**src/rtl/jtag_tap_ctrl_pkg.sv**
```systemverilog
// rtl/jtag_tap_ctrl_pkg.sv - shared JTAG TAP state codes, widths and next-state graph
package jtag_tap_ctrl_pkg;

    localparam int TAP_STATE_W     = 4;
    localparam int TAP_STATE_COUNT = 16;
    localparam int IDCODE_W        = 32;

    typedef enum logic [TAP_STATE_W-1:0] {
        TAP_EX2_DR = 4'h0,
        TAP_EX1_DR = 4'h1,
        TAP_SH_DR  = 4'h2,
        TAP_PAU_DR = 4'h3,
        TAP_SEL_IR = 4'h4,
        TAP_UPD_DR = 4'h5,
        TAP_CAP_DR = 4'h6,
        TAP_SEL_DR = 4'h7,
        TAP_EX2_IR = 4'h8,
        TAP_EX1_IR = 4'h9,
        TAP_SH_IR  = 4'hA,
        TAP_PAU_IR = 4'hB,
        TAP_RTI    = 4'hC,
        TAP_UPD_IR = 4'hD,
        TAP_CAP_IR = 4'hE,
        TAP_TLR    = 4'hF
    } tap_state_e;

    // Standard IEEE 1149.1 graph; unknown codes fall back to Test-Logic-Reset.
    function automatic tap_state_e tap_next(input tap_state_e cur, input logic tms);
        tap_state_e nxt;
        case (cur)
            TAP_TLR:    nxt = tms ? TAP_TLR    : TAP_RTI;
            TAP_RTI:    nxt = tms ? TAP_SEL_DR : TAP_RTI;
            TAP_SEL_DR: nxt = tms ? TAP_SEL_IR : TAP_CAP_DR;
            TAP_CAP_DR: nxt = tms ? TAP_EX1_DR : TAP_SH_DR;
            TAP_SH_DR:  nxt = tms ? TAP_EX1_DR : TAP_SH_DR;
            TAP_EX1_DR: nxt = tms ? TAP_UPD_DR : TAP_PAU_DR;
            TAP_PAU_DR: nxt = tms ? TAP_EX2_DR : TAP_PAU_DR;
            TAP_EX2_DR: nxt = tms ? TAP_UPD_DR : TAP_SH_DR;
            TAP_UPD_DR: nxt = tms ? TAP_SEL_DR : TAP_RTI;
            TAP_SEL_IR: nxt = tms ? TAP_TLR    : TAP_CAP_IR;
            TAP_CAP_IR: nxt = tms ? TAP_EX1_IR : TAP_SH_IR;
            TAP_SH_IR:  nxt = tms ? TAP_EX1_IR : TAP_SH_IR;
            TAP_EX1_IR: nxt = tms ? TAP_UPD_IR : TAP_PAU_IR;
            TAP_PAU_IR: nxt = tms ? TAP_EX2_IR : TAP_PAU_IR;
            TAP_EX2_IR: nxt = tms ? TAP_UPD_IR : TAP_SH_IR;
            TAP_UPD_IR: nxt = tms ? TAP_SEL_DR : TAP_RTI;
            default:    nxt = TAP_TLR;
        endcase
        return nxt;
    endfunction

endpackage

```
**src/rtl/jtag_tap_state_machine.sv**
```systemverilog
// rtl/jtag_tap_state_machine.sv - 16-state TAP controller with registered state decodes
module jtag_tap_state_machine
    import jtag_tap_ctrl_pkg::*;
(
    input  logic                   tck,
    input  logic                   trstn,
    input  logic                   tms,
    output logic [TAP_STATE_W-1:0] state,
    output logic                   in_tlr,
    output logic                   in_cap_dr,
    output logic                   in_sh_dr,
    output logic                   in_upd_dr,
    output logic                   in_cap_ir,
    output logic                   in_sh_ir,
    output logic                   in_upd_ir
);

    tap_state_e state_q;
    tap_state_e state_nxt;

    assign state_nxt = tap_next(state_q, tms);
    assign state     = state_q;

    // Decodes are registered from the next state so they line up with state_q.
    always_ff @(posedge tck) begin
        if (!trstn) begin
            state_q   <= TAP_TLR;
            in_tlr    <= 1'b1;
            in_cap_dr <= 1'b0;
            in_sh_dr  <= 1'b0;
            in_upd_dr <= 1'b0;
            in_cap_ir <= 1'b0;
            in_sh_ir  <= 1'b0;
            in_upd_ir <= 1'b0;
        end else begin
            state_q   <= state_nxt;
            in_tlr    <= (state_nxt == TAP_TLR);
            in_cap_dr <= (state_nxt == TAP_CAP_DR);
            in_sh_dr  <= (state_nxt == TAP_SH_DR);
            in_upd_dr <= (state_nxt == TAP_UPD_DR);
            in_cap_ir <= (state_nxt == TAP_CAP_IR);
            in_sh_ir  <= (state_nxt == TAP_SH_IR);
            in_upd_ir <= (state_nxt == TAP_UPD_IR);
        end
    end

endmodule

```
**src/rtl/jtag_tap_ctrl.sv**
```systemverilog
// rtl/jtag_tap_ctrl.sv - JTAG TAP with IR, BYPASS, IDCODE and external user data registers
module jtag_tap_ctrl
    import jtag_tap_ctrl_pkg::*;
#(
    parameter int          IR_WIDTH       = 5,
    parameter logic [31:0] IDCODE_VALUE   = 32'h1000_0001,
    parameter int          IDCODE_INSN    = 'h01,
    parameter int          NR_USER        = 2,
    parameter int          USER_INSN_BASE = 'h08
) (
    input  logic                   tck,
    input  logic                   trstn,
    input  logic                   tms,
    input  logic                   tdi,
    output logic                   tdo,
    output logic                   tdo_oe,
    output logic [TAP_STATE_W-1:0] state,
    output logic [IR_WIDTH-1:0]    ir,
    output logic                   tlr,
    output logic [NR_USER-1:0]     user_sel,
    output logic                   user_capture,
    output logic                   user_shift,
    output logic                   user_update,
    input  logic [NR_USER-1:0]     user_tdo
);

    localparam logic [IR_WIDTH-1:0] IDCODE_IR = IR_WIDTH'(IDCODE_INSN);

    logic in_tlr, in_cap_dr, in_sh_dr, in_upd_dr, in_cap_ir, in_sh_ir, in_upd_ir;

    jtag_tap_state_machine u_fsm (
        .tck       (tck),
        .trstn     (trstn),
        .tms       (tms),
        .state     (state),
        .in_tlr    (in_tlr),
        .in_cap_dr (in_cap_dr),
        .in_sh_dr  (in_sh_dr),
        .in_upd_dr (in_upd_dr),
        .in_cap_ir (in_cap_ir),
        .in_sh_ir  (in_sh_ir),
        .in_upd_ir (in_upd_ir)
    );

    logic [IR_WIDTH-1:0] ir_sr;
    logic [IR_WIDTH-1:0] ir_q;
    logic                bypass_q;
    logic [IDCODE_W-1:0] idcode_sr;
    logic                sel_idcode;
    logic                sel_user;
    logic                sel_bypass;
    logic [NR_USER-1:0]  user_dec;

    // Entering TLR through TMS takes effect immediately, not one edge later.
    assign ir  = in_tlr ? IDCODE_IR : ir_q;
    assign tlr = in_tlr;

    always_comb begin
        user_dec   = '0;
        sel_idcode = (ir == IDCODE_IR);
        for (int i = 0; i < NR_USER; i++) begin
            user_dec[i] = (ir == IR_WIDTH'(USER_INSN_BASE + i));
        end
        if (sel_idcode) begin
            user_dec = '0;
        end
    end

    assign sel_user   = |user_dec;
    assign sel_bypass = !sel_idcode && !sel_user;
    assign user_sel   = user_dec;

    assign user_capture = in_cap_dr && sel_user;
    assign user_shift   = in_sh_dr  && sel_user;
    assign user_update  = in_upd_dr && sel_user;
    assign tdo_oe       = in_sh_ir  || in_sh_dr;

    always_ff @(posedge tck) begin
        if (!trstn) begin
            ir_sr     <= '0;
            ir_q      <= IDCODE_IR;
            bypass_q  <= 1'b0;
            idcode_sr <= '0;
        end else begin
            if (in_cap_ir) begin
                ir_sr <= IR_WIDTH'(2'b01);
            end else if (in_sh_ir) begin
                ir_sr <= {tdi, ir_sr[IR_WIDTH-1:1]};
            end

            if (in_tlr) begin
                ir_q <= IDCODE_IR;
            end else if (in_upd_ir) begin
                ir_q <= ir_sr;
            end

            if (sel_bypass && in_cap_dr) begin
                bypass_q <= 1'b0;
            end else if (sel_bypass && in_sh_dr) begin
                bypass_q <= tdi;
            end

            if (sel_idcode && in_cap_dr) begin
                idcode_sr <= IDCODE_VALUE;
            end else if (sel_idcode && in_sh_dr) begin
                idcode_sr <= {tdi, idcode_sr[IDCODE_W-1:1]};
            end
        end
    end

    always_comb begin
        tdo = 1'b0;
        if (in_sh_ir) begin
            tdo = ir_sr[0];
        end else if (in_sh_dr) begin
            if (sel_idcode) begin
                tdo = idcode_sr[0];
            end else if (sel_user) begin
                tdo = |(user_dec & user_tdo);
            end else begin
                tdo = bypass_q;
            end
        end
    end

endmodule

```
**config.mk**
```make
export PLATFORM = sky130hd
export DESIGN_NAME = jtag_tap_ctrl
export DESIGN_NICKNAME = d
export VERILOG_FILES = /design/src/rtl/jtag_tap_ctrl_pkg.sv /design/src/rtl/jtag_tap_state_machine.sv /design/src/rtl/jtag_tap_ctrl.sv
export SDC_FILE = /design/constraint.sdc
export NUM_CORES = 1
export LEC_CHECK = 0
export BUFFER_PORTS_ARGS = -buffer_cell sky130_fd_sc_hd__buf_2
export CORE_ASPECT_RATIO = 0.5
export CORE_MARGIN = 5
export CORE_UTILIZATION = 45
export CTS_BUF_LIST = sky130_fd_sc_hd__clkbuf_16
export CTS_CLUSTER_DIAMETER = 80
export DETAILED_ROUTE_END_ITERATION = 10
export PLACE_DENSITY = 0.68
export SETUP_SLACK_MARGIN = 0.2
export SLEW_MARGIN = 20
export SYNTH_ARGS = -nofsm -noshare
export SYNTH_HDL_FRONTEND = slang
export SYNTH_SLANG_ARGS = --single-unit
```
**constraint.sdc**
```tcl
create_clock -name tck -period 1.7 [get_ports tck]
set_clock_uncertainty 0.2 [all_clocks]
set_input_delay 0.085 -clock tck [delete_from_list [all_inputs] [get_ports tck]]
set_output_delay 0.085 -clock tck [all_outputs]
set_load 0.01 [all_outputs]
```
[Word-level counts from Yosys, hierarchy flattened]
Cells that the tools add are included.
Cells by class
  muxes and demuxes: 23
  equality and inequality tests: 25
  bitwise operators: 2
  reduce and logical (&&, ||, !) cells: 23
Operators with widths (count)
  2-to-1 mux 29 bit: 2
  == test 4 bit (second input constant): 12
  case mux 4 bit (12 select lines): 1
  == test 4 x 3 -> 1 bit (second input constant): 6
  OR reduction 2 bit: 8
  2-to-1 mux 2 bit: 7
  == test 4 x 2 -> 1 bit (second input constant): 3
  2-to-1 mux 3 bit: 4
  == test 5 x 4 -> 1 bit (second input constant): 2
  logical AND 1 bit: 8
  2-to-1 mux 1 bit: 7
  == test 5 x 1 -> 1 bit (second input constant): 1
  2-to-1 mux 5 bit: 1
  == test 4 x 1 -> 1 bit (second input constant): 1
  zero test 4 bit: 1
  2-to-1 mux 4 bit: 1
  nonzero test 2 bit: 2
  OR reduction 3 bit: 1
  AND 2 bit: 1
  zero test 1 bit: 2
  logical OR 1 bit: 1
  NOT 1 bit: 1
Word-level totals
  flip-flop bits (word level): 54
  output and inout bits: 17
  word-level logic and storage cells: 87

[Longest topological paths before layout]
  depth in word-level cells: 9
  gate-level depth with buffers: 6
  depth with buffers taken out: 4

[Hierarchy]
Synthesis repeated with hierarchy kept, for this count alone.
Second synthesis, totals
  cell total of the unflattened synthesis: 258
  area total of the unflattened synthesis: 2331.0 µm²
By module, submodules not included
  jtag_tap_ctrl: instances 1, area each 1871.8 µm², cells an instance 209
  jtag_tap_state_machine: instances 1, area each 459.2 µm², cells an instance 49

[Worst setup path before layout]
OpenSTA, ideal clock, no wires.
  kind: register to output
  from: register u_fsm.in_tlr
  to: output tdo
  stages on the path, launching flop included: 6
  path buffers: 1
  data required time: 1415 ps
  path slack: 84 ps
  data arrival time: 1331 ps
  cell sequence: dfxtp_1 -> clkbuf_1 -> nor2b_1 -> nand3_1 -> o21ai_1 -> o41ai_2
On the way
  cells in the longest elaborated chain, start to end: 9
  elaborated cells on any way between the ends: 12
  classes of those cells: 3 x eq/ne; 6 x mux; 1 x bitwise; 2 x reduce/logical
Ends and longest elaborated chain
  start: declaration: line jtag_tap_state_machine.sv:9  | output logic in_tlr,
  start signal: assignment: line jtag_tap_state_machine.sv:37  | in_tlr <= (state_nxt == TAP_TLR);
  2-to-1 mux 5 bit (*): line jtag_tap_ctrl.sv:55  | assign ir = in_tlr ? IDCODE_IR : ir_q;
  via ir[3]: line jtag_tap_ctrl.sv:18  | output logic [IR_WIDTH-1:0] ir,
  == test 5 x 4 -> 1 bit or == test 5 x 1 -> 1 bit (tied branches): line jtag_tap_ctrl.sv:62, jtag_tap_ctrl.sv:60
  2-to-1 mux 2 bit: line jtag_tap_ctrl.sv:64  | if (sel_idcode) begin
  AND 2 bit: line jtag_tap_ctrl.sv:119  | tdo = |(user_dec & user_tdo);
  OR reduction 2 bit: line jtag_tap_ctrl.sv:119
  2-to-1 mux 1 bit: line jtag_tap_ctrl.sv:118  | end else if (sel_user) begin
  2-to-1 mux 1 bit (*): line jtag_tap_ctrl.sv:116  | if (sel_idcode) begin
  2-to-1 mux 1 bit (*): line jtag_tap_ctrl.sv:115  | end else if (in_sh_dr) begin
  2-to-1 mux 1 bit (*): line jtag_tap_ctrl.sv:113  | if (in_sh_ir) begin
  end: declaration: line jtag_tap_ctrl.sv:15  | output logic tdo,
Mark *: on every way through the listed nets, which the timed path passes. The rest lies on a longest branch.

[Final worst setup path]
  from: register ir_q[4]
  to: output tdo
On the way
  cells in the longest elaborated chain, start to end: 9
  elaborated cells on any way between the ends: 12
  classes of those cells: 3 x eq/ne; 6 x mux; 1 x bitwise; 2 x reduce/logical
Ends and longest elaborated chain
  start: declaration: line jtag_tap_ctrl.sv:46  | logic [IR_WIDTH-1:0] ir_q;
  start signal: assignment: line jtag_tap_ctrl.sv:94  | ir_q <= ir_sr;
  2-to-1 mux 5 bit (*): line jtag_tap_ctrl.sv:55
  == test 5 x 4 -> 1 bit or == test 5 x 1 -> 1 bit (tied branches): line jtag_tap_ctrl.sv:62, jtag_tap_ctrl.sv:60
  2-to-1 mux 2 bit: line jtag_tap_ctrl.sv:64
  AND 2 bit: line jtag_tap_ctrl.sv:119
  OR reduction 2 bit: line jtag_tap_ctrl.sv:119
  2-to-1 mux 1 bit: line jtag_tap_ctrl.sv:118
  2-to-1 mux 1 bit (*): line jtag_tap_ctrl.sv:116
  2-to-1 mux 1 bit (*): line jtag_tap_ctrl.sv:115
  2-to-1 mux 1 bit (*): line jtag_tap_ctrl.sv:113
Mark *: on every way between the ends. The rest lies on a longest branch, timed or not.

==> flow_metrics.env <==
export IMPL_tightest_slew_ns=0.391
export IMPL_gp_congestion=0.820
export IMPL_worstSetupPathType="flip-flop to primary output"
export IMPL_yosysUniqueCellTypes=38
export IMPL_cp_arrival_ns=1.63
export IMPL_combPwrFrac_pct=9.3
export IMPL_ys_ff_latch=54
export IMPL_synth_area_um2=2230
export IMPL_min_period_ns=1.92
export IMPL_placed_cell_area_um2=2470
export IMPL_num_vias=2128
export IMPL_design_area_um2=3150
export IMPL_drc_errors=0
export IMPL_switching_share_pct=22.3
export IMPL_cts_root_buf="clkbuf_16"
export IMPL_diodes=0
export IMPL_die_area_um2=6560
export IMPL_dp_cells=341
export IMPL_grt_overflow=0
export IMPL_numCtsBuffers=5
export IMPL_htreeDepth=2
export IMPL_end_kind="primary output"
export IMPL_pin_count=23
export IMPL_syn_to_final_growth_pct=40.8
export IMPL_grt_pass1_wl_mm=9.09
export IMPL_drt_iter0_drc=129
export IMPL_clk_pin_slew_worst_paths_ns=0.06
export IMPL_fillers=360
export IMPL_synth_nets=264
export IMPL_pwr_density_cell_nw_per_um2=790
export IMPL_rsz0062_at_grt="yes"
export IMPL_synth_edff_count=0
export IMPL_p_switching_w=0.000553
export IMPL_antenna_found_initial=0
export IMPL_critPathSlowestCell="or3_4"
export IMPL_synthCells=258
export IMPL_critPathLaunchType="flip-flop"
export IMPL_grt_usage_pct=17.5
export IMPL_cp_max_fo=3
export IMPL_drt_antenna_violating_nets=0
export IMPL_hp_class="primary input to flip-flop"
export IMPL_mostFrequentLayoutCells="49 x dfxtp_1, 33 x nand3_1, 30 x a21oi_1"
export IMPL_port_buffers=22
export IMPL_coreArea_um2=4860
export IMPL_nets=308
export IMPL_layout_commonest_cell="dfxtp_1"
export IMPL_ir_worst_vdd_mv=0.575
export IMPL_wire_per_inst_um=16.2
export IMPL_layout_setup_ws_ns=-0.219
export IMPL_report_final_slew_viol_count=0
export IMPL_cts_sinks=54
export IMPL_grt_max_degree=26
export IMPL_critPathRequiredTime_ns=1.41
export IMPL_finalSetupViolCount=36
export IMPL_routed_wl_mm=6.03
export IMPL_p_clk_share_pct=38.3
export IMPL_hold_viol=0
export IMPL_crit_buf_inv=1
export IMPL_crit_path_max_incr_delay_ns=0.40
export IMPL_die_w_um=110
export IMPL_worstPathCellList="or3_4 -> nor3_4 -> o21ai_1 -> o41ai_2 -> buf_2"
export IMPL_max_freq_mhz=521
export IMPL_avgSynthCellArea_um2=8.66
export IMPL_violations="setup timing"
export IMPL_finalNonFillerCells=373
export IMPL_start_util_pct=45.9
export IMPL_tritoncts="done"
export IMPL_critical_path_top_delay_family="simple AND/OR/NAND/NOR gates"
export IMPL_maxCapViolCount=0
export IMPL_vias_per_cell=5.71
export IMPL_die_h_um=59.8
export IMPL_insertion_delay_ns=0.28
export IMPL_min_period_over_period_pct=113
export IMPL_final_layout_size_suffix_gt1_share_pct=34.3
export IMPL_whs_ns=0.00144
export IMPL_rows=18
export IMPL_relSlewSlack_pct=73.9
export IMPL_synth_main_ff_cell="dfxtp_1"
export IMPL_drt_first_pass_iters=4
export IMPL_leakage_nw=1.15
export IMPL_power_share_sequential_pct=52.4
export IMPL_ys_warn_count=0
export IMPL_async_flop_share_pct=0
export IMPL_hpwl_mm=3.05
export IMPL_status="complete, but fails checks"
export IMPL_yosysSeqAreaShare_pct=48.4
export IMPL_p_int_w=0.00193
export IMPL_grt_pass1_vias=1983
export IMPL_clock_path_buffers=2
per-stage QoR:
step | utilization [%] | worst slack (ns) | power [W] | setup TNS, ns
2_1_floorplan | - | 0.150 | 0.00143 | 0
3_3_place_gp | 50.8 | 0.0723 | 0.00148 | 0
3_5_place_dp | 50.8 | 0.0436 | 0.00148 | 0
4_1_cts | 60.1 | -0.228 | 0.00247 | -2.19
5_1_grt | 64.7 | -0.323 | 0.00260 | -6.54
6_report | 64.7 | -0.219 | 0.00249 | -3.66
sequential cells by signal, indices dropped and copies added, names as in the netlist:
| name | flops |
|---|---|
| idcode_sr | 32 |
| u_fsm.in_tlr | 1 |
| u_fsm.in_cap_dr | 1 |
| u_fsm.in_sh_ir | 1 |
| bypass_q | 1 |
| u_fsm.in_upd_dr | 1 |
| ir_q | 5 |
| u_fsm.in_upd_ir | 1 |
| u_fsm.in_cap_ir | 1 |
| u_fsm.in_sh_dr | 1 |
| u_fsm.state | 4 |
| ir_sr | 5 |
power by group through the flow:
| stage | clock [W] | combinational [W] | sequential [W] |
|---|---|---|---|
| finish | 0.000951 | 0.000232 | 0.00130 |
| global route | 0.00104 | 0.000252 | 0.00131 |
| CTS | 0.000968 | 0.000204 | 0.00130 |
| global placement | 0 | 0.000144 | 0.00133 |
| detailed placement | 0 | 0.000146 | 0.00133 |
| floorplan | 0 | 0.0000987 | 0.00133 |
cells in the mapped netlist, types with 2 or more instances:
library cell | number | area (um^2)
nor2b_1 | 9 | 56.3
nand2_1 | 6 | 22.5
buf_2 | 6 | 30.0
and3_1 | 5 | 31.3
a21oi_1 | 33 | 165
nor3_1 | 3 | 15.0
o211ai_1 | 2 | 15.0
clkbuf_1 | 14 | 52.6
dfxtp_1 | 54 | 1080
o221a_2 | 2 | 22.5
o311ai_0 | 2 | 17.5
buf_4 | 4 | 30.0
mux2i_1 | 9 | 90.1
nand2b_1 | 3 | 18.8
nand3_1 | 34 | 170
o21ai_1 | 2 | 10.0
nor2_1 | 13 | 48.8
inv_1 | 4 | 15.0
o21ai_0 | 33 | 165
or2_2 | 2 | 12.5
worst paths after layout:
check	to	slack [ns]	cells past startpoint	start
hold / removal	u_fsm.state[3]	0.001	3	trstn
setup / recovery	tdo	-0.22	5	ir_q[4]
hold reg to reg	idcode_sr[20]	0.26	2	idcode_sr[21]
setup reg to reg	idcode_sr[4]	-0.15	8	ir_q[4]
routing by layer:
| metal | vias to the layer above | global-route usage [%] | wire length [um] |
|---|---|---|---|
| met1 | 1034 | 21.4 | 2650 |
| li1 | 1012 | - | - |
| met5 | - | 0 | 0 |
| met2 | 69 | 30.1 | 2950 |
| met4 | 0 | 6.39 | 138 |
| met3 | 13 | 4.31 | 290 |
layout make-up:
type	instances	area, um^2	area share, %
inverters	4	15.0	0.477
repair buffers	61	649	20.6
clock inverters	3	12.5	0.398
clock buffers	5	125	3.98
flip-flops and latches	54	1090	34.8
well taps	70	87.6	2.78
multi-input cells	176	1160	36.9
tightest hold or removal path: cells and delay by family:
kind	cells	cell delay (ns)
buffers and inverters	2	0.30
and+or+nand+nor	1	0.07
what timing repair did:
action / CTS / global route
endpoints found under the setup margin: 42 / 43
cloned: 4 / 1
hold endpoints to repair: 6 / 0
pin swaps: 4 / 5
buffers inserted: 9 / 8
hold buffers: 2 / 0
gates resized for setup: 35 / 32
cell families (layout without fill, tap and decap cells):
| family | Yosys count | in the layout | share of synthesized area, % |
|---|---|---|---|
| simple gates | 85 | 85 | 20.8 |
| compound gates | 81 | 81 | 20.6 |
| mux | 10 | 10 | 4.54 |
| flops | 54 | 54 | 48.4 |
| buf+inv | 28 | 73 | 5.71 |
Note: power is estimated with default switching activity, not from simulation.
